`src/rtl/delay_stream_ctrl.sv`:
```
// Valid/ready wrapper around an external fixed-latency delay line.
// Tracks per-stage valid bits, stalls on head backpressure and supports draining via flush.
module delay_stream_ctrl #(
   parameter int CYCLES = 4,
   parameter int WIDTH  = 8
) (
   input  logic                          clk,
   input  logic                          rst,
   input  logic                          in_valid,
   output logic                          in_ready,
   input  logic [WIDTH-1:0]              in_data,
   output logic                          out_valid,
   input  logic                          out_ready,
   output logic [WIDTH-1:0]              out_data,
   output logic                          delay_en,
   output logic [WIDTH-1:0]              delay_in,
   input  logic [WIDTH-1:0]              delay_out,
   input  logic                          flush_req,
   output logic                          flush_done,
   output logic                          busy,
   output logic [$clog2(CYCLES+1)-1:0]   occupancy,
   output logic [15:0]                   accept_count,
   output logic [15:0]                   emit_count
);

   // state | meaning
   // RUN   | normal streaming, upstream accepted when the pipe advances
   // FLUSH | upstream blocked, in-flight items drain until the pipe is empty

   localparam int OW = $clog2(CYCLES+1);

   typedef enum logic {RUN = 1'b0, FLUSH = 1'b1} state_t;

   state_t            state_q, state_d;
   logic [CYCLES-1:0] v_q, v_d, v_shift;
   logic [OW-1:0]     occ_q, occ_d;
   logic [15:0]       acc_q, acc_d;
   logic [15:0]       emit_q, emit_d;
   logic              flush_done_q, flush_done_d;
   logic              accept;
   logic              emit;

   assign out_valid = v_q[CYCLES-1];
   assign delay_en  = !out_valid || out_ready;
   assign in_ready  = delay_en && (state_q == RUN);
   assign accept    = in_valid && in_ready;
   assign emit      = out_valid && out_ready;

   assign out_data  = delay_out;
   assign delay_in  = in_data;

   generate
      if (CYCLES == 1) begin : g_single
         assign v_shift = accept;
      end else begin : g_multi
         assign v_shift = {v_q[CYCLES-2:0], accept};
      end
   endgenerate

   always_comb begin
      v_d          = delay_en ? v_shift : v_q;
      occ_d        = occ_q;
      acc_d        = acc_q + {15'd0, accept};
      emit_d       = emit_q + {15'd0, emit};
      state_d      = state_q;
      flush_done_d = 1'b0;

      if (accept && !emit) begin
         occ_d = occ_q + OW'(1);
      end else if (emit && !accept) begin
         occ_d = occ_q - OW'(1);
      end

      case (state_q)
         RUN: begin
            if (flush_req) begin
               state_d = FLUSH;
            end
         end
         FLUSH: begin
            // occupancy is the pre-edge count, so the last emit must land first
            if ((occ_q == '0) && !emit) begin
               state_d      = RUN;
               flush_done_d = 1'b1;
            end
         end
         default: state_d = RUN;
      endcase
   end

   always_ff @(posedge clk or posedge rst) begin
      if (rst) begin
         state_q      <= RUN;
         v_q          <= '0;
         occ_q        <= '0;
         acc_q        <= '0;
         emit_q       <= '0;
         flush_done_q <= 1'b0;
      end else begin
         state_q      <= state_d;
         v_q          <= v_d;
         occ_q        <= occ_d;
         acc_q        <= acc_d;
         emit_q       <= emit_d;
         flush_done_q <= flush_done_d;
      end
   end

   assign busy         = (state_q == FLUSH);
   assign flush_done   = flush_done_q;
   assign occupancy    = occ_q;
   assign accept_count = acc_q;
   assign emit_count   = emit_q;

endmodule

```
`config.mk`:
```
export PLATFORM = sky130hd
export DESIGN_NAME = delay_stream_ctrl
export DESIGN_NICKNAME = d
export VERILOG_FILES = /design/src/rtl/delay_stream_ctrl.sv
export SDC_FILE = /design/constraint.sdc
export NUM_CORES = 1
export LEC_CHECK = 0
export CAP_MARGIN = 20
export CORE_ASPECT_RATIO = 1.25
export CORE_MARGIN = 4
export CORE_UTILIZATION = 40
export CTS_CLUSTER_SIZE = 12
export DETAILED_ROUTE_END_ITERATION = 10
export PLACE_DENSITY = 0.79
export SYNTH_ARGS = -nofsm -noshare
export SYNTH_HDL_FRONTEND = slang
export SYNTH_SLANG_ARGS = --single-unit
export TNS_END_PERCENT = 20
```
`constraint.sdc`:
```
create_clock -name clk -period 2.5 [get_ports clk]
set_input_delay 0.5 -clock clk [delete_from_list [all_inputs] [get_ports clk]]
set_output_delay 0.5 -clock clk [all_outputs]
set_load 0.01 [all_outputs]
```
# == Word level (Yosys, flattened, before mapping) ==
# Index checks and enable logic that the tools add are counted.
# totals
inputBits,21
elab_cells,30
ff_bits,41
# classes
n_reduce_logical,12
n_bitwise,1
n_addsub,4
muxes,7
# ops
op,count
adder 16 x 1 -> 16 bit,2
logical AND 1 bit,6
2-to-1 mux 3 bit,2
2-to-1 mux 1 bit,4
"adder 3 x 1 -> 3 bit, second input constant",1
logical NOT 1 bit,3
logical NOT 3 bit,1
"subtractor 3 x 1 -> 3 bit, second input constant",1
case mux 1 bit (2 select lines),1
nonzero test 2 bit,1
logical OR 1 bit,1
inverter 1 bit,1

# == Depth between registers and ports, before layout ==
# depth
ltp_word,8
mapped_depth,9
ltp_nobuf,9

# == Worst setup path before layout ==
# OpenSTA, ideal clock, no wires.
# synth_path
path_type,input to register
start,in out_ready
end,reg occ_q[2] (netlist: occupancy[2])
slack_ns,0.318
required_time_ns,2.421
setup_ns,0.079
arrival_time_ns,2.103
cell_stages,9
path_cell_list,and2b_1 > nor2_1 > and2_1 > ha_1 > inv_1 > fa_1 > xor2_1 > nor2_1 > xor2_1
# synth_via
elab_chain_cells,6
# synth_lines
element,line,text
"start, declared",13,"input logic out_ready,"
logical OR 1 bit (*),44,assign delay_en = !out_valid || out_ready;
logical AND 1 bit (*),45,assign in_ready = delay_en && (state_q == RUN);
net in_ready,10,"output logic in_ready,"
logical AND 1 bit (*),46,assign accept = in_valid && in_ready;
net accept,40,logic accept;
logical NOT 1 bit,70,end else if (emit && !accept) begin
logical AND 1 bit,70,
nonzero test 2 bit (no source line),n/a,
"end signal, assigned",95,occ_q <= '0;
"end signal, assigned",102,occ_q <= occ_d;
"end, declared",36,"logic [OW-1:0] occ_q, occ_d;"
# Mark *: on every way through the listed nets, which the timed path passes. The rest lies on a longest branch.
# A chain may end at the register's enable or synchronous reset.

# == Worst setup path in the final report ==
# layout_path
start,in out_ready
end,out in_ready
# layout_via
elab_chain_cells,2
# layout_lines
element,line
logical OR 1 bit,44
logical AND 1 bit,45
"end, declared",10
# No other way between the ends.

==> run metrics <==
IO Pins 77; hold path endpoint v_q[3]; Netlist cell types 27; fin crit share 0.960; core box area ~4500 um^2; CP max FO 2; via count around 1200; Post-DP HPWL between 2000 and 2500 um; fraction of registers with async set/reset 1.00; post-route setup TNS 0 ps; cell taking the most area after synthesis dfrtp_1; die width 69.4 um; pin count of the biggest net entering global routing 42; Power Dens Cells slightly below 800 nW/um^2; DRC violations left 0; # diodes 0; CTS Buffer Depth 2; antenna viol nets, final 0; Avg Cell Area, Syn 11.9 um^2; relative slew slack 0.670; FF+latch count, synth between 40 and 50; Detailed Route WL about 3000 um; RD Place Congestion 0.736; initial antenna violation count 0; CTS root buffer clkbuf_8; I/O Buffers 44; most area-consuming cells after synthesis dfrtp_1 54%, xnor2_1 7.9%, xor2_1 6.5%; WHS Path Cells 1; slew at the pin with the worst max-slew slack 495 ps; FMAX around 0.42 GHz; clock transition at the registers of the reported paths ~70 ps; # setup viols final 0; Synth Cell Area ~1900 um^2; Worst R2R End occupancy[2]; status finished clean; initial cell density of the core 0.420; die height approximately 85 um; HP Class flip-flop to flip-flop; final hold vios 0; post-CTS resize count 0; nets approximately 230; power consumption 1.90 mW; Crit path required time roughly 2000 ps; CP arrival 1900 ps; wire per inst 11.6 um; Clock Skew roughly 6.4 ps; synthesis-to-layout area growth 28.4%; Syn Nets between 150 and 200; post-CTS setup buffers 0; Post-synth EDFFs 0; maximum VDD drop around 0.44 mV; 1st-iter DRT viols 79; Mapped Cells between 150 and 200; first-pass GRT wire length roughly 5500 um; reg2reg setup slack 540 ps; Synth warnings 0; DR vias/cell 4.66; cts hold-fix bufs 0; sequential area share after synthesis 0.544; Top FF cell, synth dfrtp_1; Post-Route Utilization 0.539; clk sink count between 40 and 50; RSZ-0062 raised after global routing false; kind of end point of the critical path output port; Num CTS Buffers 5; CTS tree yes; leakage dissipation between 1 and 1.5 nW; CTS H-tree lvls 2; max cap viols 0; R2R depth 9; Filler Cells Inserted about 400; vias in the first global route between 1000 and 1500; Pins Over Slew Limit 0; gr usage total 0.116; global route overflow 0; worst r2r src v_q[3]; Min Clock Period, post-route 2400 ps; FP Rows 27; die area a little under 6000 um^2; worst hold path startpoint v_q[2]; DRT Pass-1 Iters 3; layout cell share with drive strength beyond 1 0.129; type of the worst setup path input pin to output port; post-synth top area share 0.544; Worst-Skew Late Latency between 200 and 300 ps; CP startpoint kind input pin
## cells by family (layout without fill, tap and decap cells)
| family | after synthesis | in the layout | synth area share |
|---|---|---|---|
| adders and majority gates | 6 | 6 | 0.0438 |
| xor gates and xnor gates | 31 | 31 | 0.144 |
| DFF | 41 | 41 | 0.544 |
| muxes | 3 | 3 | 0.0179 |
| and+or+nand+nor | 54 | 54 | 0.171 |
| AOI/OAI and AO/OA | 1 | 1 | 0.00398 |
| buffers and inverters | 22 | 66 | 0.0756 |
## layout by cell type (no fill, tap or decap)
cell type,instances
nand2_1,11
nor2_2,1
and2_1,1
buf_4,8
and3_1,4
nand2b_1,1
inv_1,6
nand3_4,1
and4_1,2
nor2_1,11
fa_1,1
clkbuf_8,5
nand4_4,1
mux2_2,3
nor3_2,2
nor4_2,1
nand3b_1,1
nand4_1,4
clkbuf_1,1
a21o_1,1
dfrtp_1,41
nand3_1,8
ha_1,5
clkdlybuf4s50_1,44
or2_2,1
and2b_1,1
nand3_2,1
clkinv_2,2
nor3_1,2
xor2_1,14
xnor2_1,17
## power breakdown
group	leakage, nW	internal [mW]	total (mW)	switching [mW]
registers	0.541	0.794	0.935	0.141
clock network	0.0450	0.193	0.402	0.208
logic	0.542	0.347	0.568	0.220
## layout make-up
| type | instances | area, um^2 | share of cell area |
|---|---|---|---|
| clock inverters | 2 | 10.0 | 0.00413 |
| multi-input cells | 95 | 717 | 0.296 |
| clock buffers | 6 | 72.6 | 0.0300 |
| repair buffers | 52 | 500 | 0.207 |
| inverters | 6 | 22.5 | 0.00930 |
| flip-flops and latches | 41 | 1030 | 0.424 |
| well taps | 58 | 72.6 | 0.0300 |
## worst max-delay path by stage
stage,to,from,slack (ps)
after global placement,occupancy[2],out_ready,-10
after CTS,in_ready,out_ready,90
after global routing,in_ready,out_ready,30
final,in_ready,out_ready,100
after floorplan,occupancy[2],out_ready,320
after detailed placement,occupancy[2],out_ready,-80
## synthesized netlist by cell type (2+ instances only)
| master | instances |
|---|---|
| nor2_1 | 11 |
| xor2_1 | 14 |
| buf_4 | 16 |
| nand4_1 | 4 |
| ha_1 | 5 |
| dfrtp_1 | 41 |
| nor3_2 | 2 |
| nor3_1 | 2 |
| inv_1 | 6 |
| nand3_1 | 8 |
| and3_1 | 4 |
| nand2_1 | 11 |
| xnor2_1 | 17 |
| and4_1 | 2 |
| mux2_2 | 3 |
## through the flow
step / instance area [um^2] / hold slack, ps / cells / setup slack [ps]
after floorplan: 1890 / 433 / 158 / 318
after global placement: 2340 / 453 / 252 / -10.1
after detailed placement: 2340 / 449 / 252 / -81.5
after CTS: 2420 / 471 / 260 / 89.5
after global routing: 2420 / 488 / 260 / 31.7
final: 2420 / 467 / 260 / 98.8
## metal layers
metal	up-vias	GRT usage	share of wire	wire length, um
li1	590	-	-	-
met1	577	0.132	0.43	1290
met2	38	0.193	0.49	1490
met3	7	0.0455	0.063	190
met4	0	0.0515	0.018	53
met5	-	0	0	0
## registers in the layout, summed over array words and instances, names as in the netlist
register	count
accept_count	16
emit_count	16
v_q	4
occupancy	3
busy	1
flush_done	1
## critical path, cell delays in order
cell,delay (ps)
clkdlybuf4s50_1,470
and2b_1,190
nor2_1,110
buf_4,120
clkdlybuf4s50_1,520
(Power assumes the default switching activity.)
==> RTL change (same settings) <==
The parameter `CYCLES` goes from 4 to 2.
--- a/src/rtl/delay_stream_ctrl.sv
+++ b/src/rtl/delay_stream_ctrl.sv
@@ -3,3 +3,3 @@
 module delay_stream_ctrl #(
-   parameter int CYCLES = 4,
+   parameter int CYCLES = 2,
    parameter int WIDTH  = 8
Ports: changed (resized occupancy); port bits go from 77 to 76. The function was not compared with the original's and may differ.
==> RTL change against the original RTL <==
- count of clock-buffer cells in the layout is 1 lower
- synthesized area is 7.6% lower
- cell area is 8.4% lower
- sequential power is 6.2% lower
- routed wire length is 0.50% higher
- synthesized cell count is 3.8% lower
- via count is 5.0% lower
- clock skew is 0.0045 ns lower
- total power is 5.7% lower
- sequential cell count is 3 lower
- setup slack better by 0.13 ns
- combinational power is 5.3% lower
- fmax is 5.7% higher
==> RTL change: results <==
[synthesis]
synthTopCellsByCount = dfrtp_1 (38), xnor2_1 (24), buf_4 (16)
synth.distinct_cells = 22
synth_fp_nets = 178
synthCells = 152
synth_xor_area_share_pct = 15.58
synth_area_leaders = dfrtp_1 (55%), xnor2_1 (12%), buf_4 (6.9%), nand3_1 (3.7%), ha_1 (3.6%)

[detailed_routing]
wl_um = 3041
wl_met2_um = 1421
wl_per_cell_um = 12.46
met3_length_um = 142
via_per_inst = 4.717

[grt]
grtUsageMet2_pct = 21.34
grt_pass1_wl_um = 5451
grt_max_degree = 39
grtUsageMet3_pct = 2.462

[layout]
final_util_pct = 53.25
drive_gt1_share_pct = 7.447
fin_nets = 214
fillers = 405

[placement]
placedInstanceArea_um2 = 2138
place_congestion = 0.6895
portBuffers = 43
hpwlAfterDp_um = 2306
dp_slack_ns = 0.1740

[outcome]
status = finished clean

[sta]
fin_ws_ns = 0.2279
skew_ns = 0.001918
hold_ws_ns = 0.4699

[critical_path]
r2r-end = accept_count[12]
r2r-start = busy
crit_path_max_fanout = 7
r2r_slack_ns = 0.66
max_stage_delay_ns = 0.49

[pwr]
peakVddDrop_mv = 0.5391

[hold_path]
min_to = accept_count[15]
RTL change: cell count changes after synthesis, moves of 2 or more:
| cell | change |
|---|---|
| xnor2_1 | +7 |
| xor2_1 | -7 |
| nand3_1 | +5 |
| dfrtp_1 | -3 |
| mux2_2 | -3 |
| nor3_2 | -2 |
RTL change: power by group:
| part | leakage (uW) | switching, uW | internal, uW | total, uW |
|---|---|---|---|---|
| combinational | 0.000434 | 219 | 319 | 538 |
| clock | 0.0000438 | 193 | 187 | 380 |
| sequential | 0.000500 | 140 | 738 | 877 |
| total | 0.000978 | 552 | 1240 | 1800 |
RTL change: logic make-up after synthesis:
family | after synthesis
AND/OR/NAND/NOR | 56
flip-flops | 38
XOR/XNOR | 31
buffers and inverters | 21
adder cells (fa/ha/maj) | 5
AO/OA/AOI/OAI | 1
RTL change: cell type report:
cell class	count	area share, %
flip-flops and latches	38	42.89
multi-input cells	93	29.46
repair buffers	45	20.09
well taps	56	3.160
clock buffers	5	3.104
inverters	5	0.8465
clock inverters	2	0.4515
